File: src/rtl/alu_op_sequencer_if.sv
// Request/response handshake between an ALU op producer and alu_op_sequencer.
// master = op producer / result consumer, slave = sequencer.
interface alu_op_sequencer_if #(
  parameter int unsigned WIDTH = 16
);
  logic             op_valid;
  logic             op_ready;
  logic [2:0]       op_code;
  logic [WIDTH-1:0] op_a;
  logic [WIDTH-1:0] op_b;
  logic             res_valid;
  logic             res_ready;
  logic [WIDTH-1:0] res_data;
  logic             res_zero;
  logic             res_error;

  modport master (
    output op_valid, op_code, op_a, op_b, res_ready,
    input  op_ready, res_valid, res_data, res_zero, res_error
  );

  modport slave (
    input  op_valid, op_code, op_a, op_b, res_ready,
    output op_ready, res_valid, res_data, res_zero, res_error
  );
endinterface

File: src/rtl/alu_op_sequencer.sv
// Sequences one ALU operation at a time onto the adiabatic ALU, launching operands
// on a Bennett instruction boundary and capturing the result on the result-phase strobe.
module alu_op_sequencer #(
  parameter int unsigned WIDTH   = 16,
  parameter int unsigned TIMEOUT = 64,
  parameter int unsigned CNT_W   = 16
) (
  input  logic             clk,
  input  logic             reset,
  input  logic             inst_flag,
  input  logic             result_strobe,
  alu_op_sequencer_if.slave bus,
  output logic [WIDTH-1:0] alu_a,
  output logic [WIDTH-1:0] alu_b,
  output logic             alu_ctrl0,
  output logic             alu_ctrl1,
  output logic             a_mux,
  output logic             b_mux0,
  output logic             b_mux1,
  output logic             adder_cin,
  output logic             sub,
  output logic             stl,
  output logic             mux3_0,
  output logic             mux3_1,
  input  logic [WIDTH-1:0] alu_out,
  input  logic             alu_zero,
  output logic [CNT_W-1:0] ops_done
);

  localparam int unsigned TMO_W = (TIMEOUT > 1) ? $clog2(TIMEOUT) : 1;

  typedef enum logic [1:0] {IDLE, ARM, EVAL, RESP} state_t;

  typedef struct packed {
    logic ctrl1;
    logic ctrl0;
    logic sub;
    logic stl;
    logic cin;
  } ctrl_t;

  function automatic ctrl_t decode(input logic [2:0] code);
    case (code)
      3'd0:    decode = ctrl_t'(5'b01000);
      3'd1:    decode = ctrl_t'(5'b01101);
      3'd2:    decode = ctrl_t'(5'b01011);
      3'd3:    decode = ctrl_t'(5'b00000);
      3'd4:    decode = ctrl_t'(5'b10000);
      3'd5:    decode = ctrl_t'(5'b11000);
      default: decode = ctrl_t'(5'b00000);
    endcase
  endfunction

  state_t           state_q, state_d;
  logic             inst_q, strobe_q;
  logic             inst_in, strobe_in, inst_rise, strobe_rise;
  logic [2:0]       code_q, code_d;
  logic [WIDTH-1:0] a_q, a_d, b_q, b_d;
  logic [WIDTH-1:0] alu_a_q, alu_a_d, alu_b_q, alu_b_d;
  ctrl_t            ctrl_q, ctrl_d;
  logic [TMO_W-1:0] tmo_q, tmo_d;
  logic             op_ready_q, op_ready_d, res_valid_q, res_valid_d;
  logic [WIDTH-1:0] res_data_q, res_data_d;
  logic             res_zero_q, res_zero_d, res_error_q, res_error_d;
  logic [CNT_W-1:0] ops_q, ops_d;
  logic             accept, illegal, tmo_hit;

  // Anything other than a clean 1 (including X/Z) counts as low.
  assign inst_in     = (inst_flag === 1'b1);
  assign strobe_in   = (result_strobe === 1'b1);
  assign inst_rise   = inst_in & ~inst_q;
  assign strobe_rise = strobe_in & ~strobe_q;
  assign accept      = bus.op_valid & op_ready_q;
  assign illegal     = (bus.op_code > 3'd5);
  assign tmo_hit     = (tmo_q == TMO_W'(TIMEOUT - 1));

  always_ff @(posedge clk or posedge reset) begin
    if (reset) state_q <= IDLE;
    else       state_q <= state_d;
  end

  always_comb begin
    state_d = state_q;
    case (state_q)
      IDLE: if (accept) state_d = illegal ? RESP : ARM;
      ARM:  if (inst_rise) state_d = EVAL;
      EVAL: if (strobe_rise || tmo_hit) state_d = RESP;
      RESP: if (bus.res_ready) state_d = IDLE;
      default: state_d = IDLE;
    endcase
  end

  // Next values for every registered output; ALU drive holds unless launched.
  always_comb begin
    code_d      = code_q;
    a_d         = a_q;
    b_d         = b_q;
    alu_a_d     = alu_a_q;
    alu_b_d     = alu_b_q;
    ctrl_d      = ctrl_q;
    tmo_d       = tmo_q;
    res_data_d  = res_data_q;
    res_zero_d  = res_zero_q;
    res_error_d = res_error_q;
    ops_d       = ops_q;
    op_ready_d  = (state_d == IDLE);
    res_valid_d = (state_d == RESP);
    case (state_q)
      IDLE: if (accept) begin
        code_d = bus.op_code;
        a_d    = bus.op_a;
        b_d    = bus.op_b;
        if (illegal) begin
          res_error_d = 1'b1;
          res_data_d  = '0;
          res_zero_d  = 1'b0;
        end
      end
      ARM: if (inst_rise) begin
        alu_a_d = a_q;
        alu_b_d = b_q;
        ctrl_d  = decode(code_q);
        tmo_d   = '0;
      end
      EVAL: begin
        if (strobe_rise) begin
          res_data_d  = alu_out;
          res_zero_d  = alu_zero;
          res_error_d = 1'b0;
          ops_d       = ops_q + CNT_W'(1);
        end else if (tmo_hit) begin
          res_error_d = 1'b1;
          res_data_d  = '0;
          res_zero_d  = 1'b0;
        end else begin
          tmo_d = tmo_q + TMO_W'(1);
        end
      end
      default: ;
    endcase
  end

  always_ff @(posedge clk or posedge reset) begin
    if (reset) begin
      inst_q      <= 1'b0;
      strobe_q    <= 1'b0;
      code_q      <= '0;
      a_q         <= '0;
      b_q         <= '0;
      alu_a_q     <= '0;
      alu_b_q     <= '0;
      ctrl_q      <= '0;
      tmo_q       <= '0;
      op_ready_q  <= 1'b1;
      res_valid_q <= 1'b0;
      res_data_q  <= '0;
      res_zero_q  <= 1'b0;
      res_error_q <= 1'b0;
      ops_q       <= '0;
    end else begin
      inst_q      <= inst_in;
      strobe_q    <= strobe_in;
      code_q      <= code_d;
      a_q         <= a_d;
      b_q         <= b_d;
      alu_a_q     <= alu_a_d;
      alu_b_q     <= alu_b_d;
      ctrl_q      <= ctrl_d;
      tmo_q       <= tmo_d;
      op_ready_q  <= op_ready_d;
      res_valid_q <= res_valid_d;
      res_data_q  <= res_data_d;
      res_zero_q  <= res_zero_d;
      res_error_q <= res_error_d;
      ops_q       <= ops_d;
    end
  end

  assign bus.op_ready  = op_ready_q;
  assign bus.res_valid = res_valid_q;
  assign bus.res_data  = res_data_q;
  assign bus.res_zero  = res_zero_q;
  assign bus.res_error = res_error_q;
  assign alu_a         = alu_a_q;
  assign alu_b         = alu_b_q;
  assign alu_ctrl1     = ctrl_q.ctrl1;
  assign alu_ctrl0     = ctrl_q.ctrl0;
  assign sub           = ctrl_q.sub;
  assign stl           = ctrl_q.stl;
  assign adder_cin     = ctrl_q.cin;
  assign a_mux         = 1'b0;
  assign b_mux0        = 1'b0;
  assign b_mux1        = 1'b0;
  assign mux3_0        = 1'b0;
  assign mux3_1        = 1'b0;
  assign ops_done      = ops_q;

endmodule

File: src/flat_wrapper.sv
// flat-port wrapper written by rule: the top's interface ports become plain ports
module alu_op_sequencer_flat 
#(
  parameter int unsigned WIDTH   = 16,
  parameter int unsigned TIMEOUT = 64,
  parameter int unsigned CNT_W   = 16
)
  (clk, reset, inst_flag, result_strobe, alu_a, alu_b, alu_ctrl0, alu_ctrl1, a_mux, b_mux0, b_mux1, adder_cin, sub, stl, mux3_0, mux3_1, alu_out, alu_zero, ops_done, bus_op_valid, bus_op_code, bus_op_a, bus_op_b, bus_res_ready, bus_op_ready, bus_res_valid, bus_res_data, bus_res_zero, bus_res_error);
  alu_op_sequencer_if #(.WIDTH(WIDTH)) bus_i ();
  input  logic clk;
  input  logic reset;
  input  logic inst_flag;
  input  logic result_strobe;
  output logic [WIDTH-1:0] alu_a;
  output logic [WIDTH-1:0] alu_b;
  output logic alu_ctrl0;
  output logic alu_ctrl1;
  output logic a_mux;
  output logic b_mux0;
  output logic b_mux1;
  output logic adder_cin;
  output logic sub;
  output logic stl;
  output logic mux3_0;
  output logic mux3_1;
  input  logic [WIDTH-1:0] alu_out;
  input  logic alu_zero;
  output logic [CNT_W-1:0] ops_done;
  input wire logic [$bits(bus_i.op_valid)-1:0] bus_op_valid;
  input wire logic [$bits(bus_i.op_code)-1:0] bus_op_code;
  input wire logic [$bits(bus_i.op_a)-1:0] bus_op_a;
  input wire logic [$bits(bus_i.op_b)-1:0] bus_op_b;
  input wire logic [$bits(bus_i.res_ready)-1:0] bus_res_ready;
  output wire logic [$bits(bus_i.op_ready)-1:0] bus_op_ready;
  output wire logic [$bits(bus_i.res_valid)-1:0] bus_res_valid;
  output wire logic [$bits(bus_i.res_data)-1:0] bus_res_data;
  output wire logic [$bits(bus_i.res_zero)-1:0] bus_res_zero;
  output wire logic [$bits(bus_i.res_error)-1:0] bus_res_error;
  assign bus_i.op_valid = bus_op_valid;
  assign bus_i.op_code = bus_op_code;
  assign bus_i.op_a = bus_op_a;
  assign bus_i.op_b = bus_op_b;
  assign bus_i.res_ready = bus_res_ready;
  assign bus_op_ready = bus_i.op_ready;
  assign bus_res_valid = bus_i.res_valid;
  assign bus_res_data = bus_i.res_data;
  assign bus_res_zero = bus_i.res_zero;
  assign bus_res_error = bus_i.res_error;
  alu_op_sequencer #(.WIDTH(WIDTH), .TIMEOUT(TIMEOUT), .CNT_W(CNT_W)) u_core (.clk(clk), .reset(reset), .inst_flag(inst_flag), .result_strobe(result_strobe), .bus(bus_i), .alu_a(alu_a), .alu_b(alu_b), .alu_ctrl0(alu_ctrl0), .alu_ctrl1(alu_ctrl1), .a_mux(a_mux), .b_mux0(b_mux0), .b_mux1(b_mux1), .adder_cin(adder_cin), .sub(sub), .stl(stl), .mux3_0(mux3_0), .mux3_1(mux3_1), .alu_out(alu_out), .alu_zero(alu_zero), .ops_done(ops_done));
endmodule
File: config.mk
export PLATFORM = sky130hd
export DESIGN_NAME = alu_op_sequencer_flat
export DESIGN_NICKNAME = d
export VERILOG_FILES = /design/src/rtl/alu_op_sequencer_if.sv /design/src/rtl/alu_op_sequencer.sv /design/src/flat_wrapper.sv
export SDC_FILE = /design/constraint.sdc
export NUM_CORES = 1
export LEC_CHECK = 0
export ABC_AREA = 0
export CAP_MARGIN = 20
export CORE_MARGIN = 2
export CORE_UTILIZATION = 33
export CTS_CLUSTER_DIAMETER = 120
export DETAILED_ROUTE_END_ITERATION = 7
export HOLD_SLACK_MARGIN = 0.02
export PLACE_DENSITY = 0.61
export RECOVER_POWER = 25
export REMOVE_ABC_BUFFERS = 1
export SYNTH_ARGS = -nofsm -noshare
export SYNTH_HDL_FRONTEND = slang
export SYNTH_SLANG_ARGS = --single-unit
File: constraint.sdc
create_clock -name clk -period 10.83 [get_ports clk]
set_input_delay 2.166 -clock clk [delete_from_list [all_inputs] [get_ports clk]]
set_output_delay 2.166 -clock clk [all_outputs]
set_load 0.01 [all_outputs]
## Yosys cells after proc, flatten, opt, wreduce, memory -nomap -nowiden

Index checks and enable logic that the tools add are counted.
W data, S select, Z words.

- Input port bits: 58
- Output and inout port bits: 78
- RAM bits: 0
- Memories: 0
- Memory bits (read-only): 0
- Latch bits: 0
- Flip-flop bits (word level): 118
- Word-level logic and storage cells: 82

- Reductions and logical operators: 11
- Shift operators: 0
- Order comparisons: 1
- Add/sub/neg operators: 2
- Div/mod/pow operators: 0
- Multipliers: 0
- Bitwise gates (word level): 5
- Equality and inequality tests: 17
- Muxes and demuxes: 26

Operators with widths:

| operator | number |
|---|---|
| $mux W16 | 4 |
| $pmux W16 S2 | 1 |
| $pmux W5 S5 | 1 |
| $mux W6 | 3 |
| $add A16 B1 Y16 const B | 1 |
| $pmux W6 S2 | 1 |
| $mux W2 | 5 |
| $mux W1 | 8 |
| $pmux W2 S4 | 1 |
| $reduce_and A4 Y1 | 2 |
| $add A6 B1 Y6 const B | 1 |
| $eq A2 B2 Y1 const B | 3 |
| $eq A3 B3 Y1 const B | 2 |
| $eq A6 B6 Y1 const B | 1 |
| $ne A2 B1 Y1 const B | 3 |
| $reduce_and A2 Y1 | 3 |
| $logic_not A2 Y1 | 2 |
| $ne A2 B2 Y1 const B | 2 |
| $pmux W1 S2 | 2 |
| $reduce_bool A2 Y1 | 2 |
| $and A1 B1 Y1 | 3 |
| $eq A3 B1 Y1 const B | 1 |
| $eq A3 B2 Y1 const B | 1 |
| $gt A3 B3 Y1 const B | 1 |
| other kinds (6) | 8 |

## Logic depth before layout (Yosys ltp)

- Depth in word-level cells: 6
- Gate-level depth with buffers: 6
- Gate-level depth less buffers: 5

## Least setup slack after synthesis

No wires, ideal clock.

- Path type: in2reg
- From: input port result_strobe
- To: register u_core.tmo_q[5]
- Stages: 4
- Buffers on the path: 0
- Slack: 7.605 ns
- Required time: 10.753 ns
- Library setup time: 0.077 ns
- Data arrival time: 3.148 ns
- Path through: nor2b_1 -> a31o_4 -> or4_1 -> a21oi_1

- Cells in the longest elaborated chain, start to end: 4

RTL lines:

| element | RTL line | text |
|---|---|---|
| start, declared | flat_wrapper.sv:13 | `input logic result_strobe;` |
| $eqx A1 B1 Y1 | alu_op_sequencer.sv:70 | `assign strobe_in = (result_strobe === 1'b1);` |
| $and A1 B1 Y1 | alu_op_sequencer.sv:72 | `assign strobe_rise = strobe_in & ~strobe_q;` |
| $ne A2 B2 Y1 (no source line) | n/a |  |
| $reduce_and A4 Y1 (no source line) | n/a |  |
| end signal, assigned | alu_op_sequencer.sv:169 | `tmo_q <= tmo_d;` |
| end, declared | alu_op_sequencer.sv:61 | `logic [TMO_W-1:0] tmo_q, tmo_d;` |

Every way passes these cells.
A chain may end at the register's enable or synchronous reset.

## Worst setup path in the final report

- From: input port bus_op_valid
- To: register u_core.b_q[12]

- Cells in the longest elaborated chain, start to end: 2

RTL lines:

| element | RTL line | text |
|---|---|---|
| start, declared | flat_wrapper.sv:29 | `input wire logic [$bits(bus_i.op_valid)-1:0] bus_op_valid;` |
| $and A1 B1 Y1 | alu_op_sequencer.sv:73 | `assign accept = bus.op_valid & op_ready_q;` |
| $reduce_and A2 Y1 (no source line) | n/a |  |
| end signal, assigned | alu_op_sequencer.sv:149 | `b_q <= '0;` |
| end signal, assigned | alu_op_sequencer.sv:165 | `b_q <= b_d;` |
| end, declared | alu_op_sequencer.sv:58 | `logic [WIDTH-1:0] a_q, a_d, b_q, b_d;` |

Every way passes these cells.

==> results.cfg <==
[global_routing]
grt_start_max_net_pins = 76
globalRoute.totalOverflow = 0
grt_util_overall_pct = 14.4
first_pass_grt_wire_length_um = 17700
vias_in_the_first_global_route = 3461
initial_antenna_violation_count = 0

[finish]
fin_cells = 726
utilization_pct = 49.1
antenna_cells_inserted = 0
area_delta_synth_final_pct = 43.9
layout.area.seq_sq_um = 2950
final_design_area_no_fill_sq_um = 6870
num-nets-final = 594
layout.cells.most_common_list = 125 x clkdlybuf4s50_1, 117 x dfrtp_1, 112 x nand2_1, 36 x mux2_2
layout.cells.most_common = clkdlybuf4s50_1
multiInputGateArea_sq_um = 1640
fill_cells = 1241
drive_above_1_share_pct = 14.5

[clocking]
clkLatencyLatePin_ns = 0.41
cts_repair_resize_count = 0
cts-root-buf = clkbuf_16
numClockSinks = 118
postCtsSetupBuffers = 0
cts_tree = done
cts_made_buffers = 17
clk_pin_slew_ns = 0.05
htree_levels = 4
cts-hold-fix-buffers = 0
ctsLongestPathBuffers = 2

[sta]
final.period_utilization_pct = 42.2
postLayoutSetupSlackWorst_ns = 6.26
final_setup_violation_count = 0
setup_total_negative_slack_ns = 0
final_hold_viol_count = 0
timing_worst_slew_pin_value_ns = 1.94
timing.slew.headroom_pct = -30.3
rsz0062_at_grt = false
final_max_slew_viol_count = 71
fmax_mhz = 219
worst_clock_skew_ns = 0.00504
period_needed_ns = 4.57

[worst_setup_path]
worstReg2RegStart = u_core.state_q[0]
critPathRequiredTime_ns = 11.12
r2r_cells = 3
crit_path_max_fanout = 26
critical_path_class = in2reg
cp-start-kind = primary input
worst-r2r-setup-slack_ns = 7.89
cp.arrival_ns = 4.86
r2r-end = u_core.b_q[12]
end_kind = flip-flop

[placement]
detailed_place_hpwl_um = 7140
placed_cells = 693
placed_cell_area_sq_um = 6210
dpl_worst_slack_ns = 6.38
routabilityCongestion = 0.742
buffer_ports.inserted = 130

[floorplan]
core-area_sq_um = 14000
initial_utilization_pct = 34.1
std_cell_rows = 43
pin_count = 136
fp.dieArea_sq_um = 15400
die_height_um = 124
fp.dieW_um = 124

[synth]
avgSynthCellArea_sq_um = 11.9
synth_async_sr_flop_share_pct = 100
synthCells = 400
netlist-cell-type-count = 48
synth_seq_cells = 118
synth_edf_count = 0
yosys_most_used_dff = dfrtp_1
yosysWarningCount = 0
yosysSeqAreaShare_pct = 61.9
cell_area_after_synthesis_sq_um = 4770

[min_path]
worstHoldEndpoint = u_core.alu_b[14]
worstHoldStart = u_core.b_q[14]
hold_path_class = reg2reg
min_delay_path_depth = 2

[run_status]
status = finished, violations left
violations = capacitance limit, slew limit

[power]
p_leak_nw = 3.13
peak_supply_drop_v = 0.000139
powerDensity_nw_per_um2 = 291

[routing]
route.vias.total = 3414
detailedRoute.firstIterationViolations = 210
detail_route.drc_violations = 0
avgViaCountPerCell = 4.70
first_pass_iters = 4
avgRoutedWirePerCell_um = 14.8
ant_nets = 0
postRouteWirelength_um = 10800

[run]
maxCapViolations = 2
[worst max path at each step]
stage	startpoint	endpoint	slack (ns)	cells past startpoint
after global placement	inst_flag	u_core.tmo_q[1]	6.38	5
after global routing	reset	u_core.tmo_q[0]	5.89	3
final	bus_op_valid	u_core.b_q[12]	6.26	4
after floorplan	reset	u_core.a_q[0]	5.54	1
after detailed placement	bus_op_valid	u_core.bus.res_data[10]	6.38	5
after CTS	bus_op_valid	u_core.bus.res_data[10]	6.81	5
[synthesized netlist by cell type, drive strengths merged (5+ instances only)]
master,count,area (sq um)
nand4,6,52.6
mux2,36,405
inv,7,26.3
nor2,7,26.3
xor2,6,52.6
nand2,112,420
buf,19,134
dfrtp,117,2930
nand3,5,37.5
a21oi,7,35.0
a22o,17,149
o21ai,7,35.0
xnor2,10,87.6
[area by class of cell]
| cell class | instances | share of cell area [%] |
|---|---|---|
| repair buffers | 134 | 19.6 |
| well taps | 180 | 3.28 |
| clock inverters | 9 | 2.84 |
| flip-flops and latches | 118 | 43.0 |
| inverters | 7 | 0.401 |
| clock buffers | 22 | 7.05 |
| multi-input cells | 256 | 23.8 |
[per-layer routing]
layer	track usage [%]	vias up	share of wire (%)
li1	-	1611	-
met1	19.3	1663	47
met3	5.54	15	7.4
met2	21.6	125	44
met4	4.82	0	1.2
met5	0	-	0
[report_power, final]
group          total [mW]  switching, mW  internal (mW)
logic               0.597          0.241          0.356
registers           0.764          0.128          0.636
clock network       0.641          0.187          0.453
[sequential cells by signal, indices dropped and copies added, names as in the netlist, 2 cells and up]
signal	flops
u_core.a_q	16
u_core.alu_a	16
u_core.alu_b	16
u_core.b_q	16
u_core.bus.res_data	16
u_core.code_q	3
u_core.ops_done	16
u_core.state_q	2
u_core.tmo_q	6
[through the flow]
stage	hold WS [ns]	power, mW
2_1_floorplan	0.435	1.04
3_3_place_gp	0.445	1.36
3_5_place_dp	0.455	1.38
4_1_cts	0.467	2.03
5_1_grt	0.485	2.12
6_report	0.462	2.00
[cell families (layout without fill, tap and decap cells)]
family          Yosys count  after routing  synth area share, %
simple gates            153            153                 15.2
flops                   118            118                 61.9
compound gates           44             44                 7.16
mux                      36             36                 8.50
buf+inv                  30            172                 3.67
xor+xnor                 16             16                 2.94
fa+ha+maj                 2              2                0.524
other cells               1              5               0.0786
[worst max-delay path, cell delays in order]
cell	delay (ns)
dlygate4sd3_1	0.51
and4bb_1	0.59
clkbuf_1	1.15
mux2_2	0.44
(Power assumes the default switching activity.)
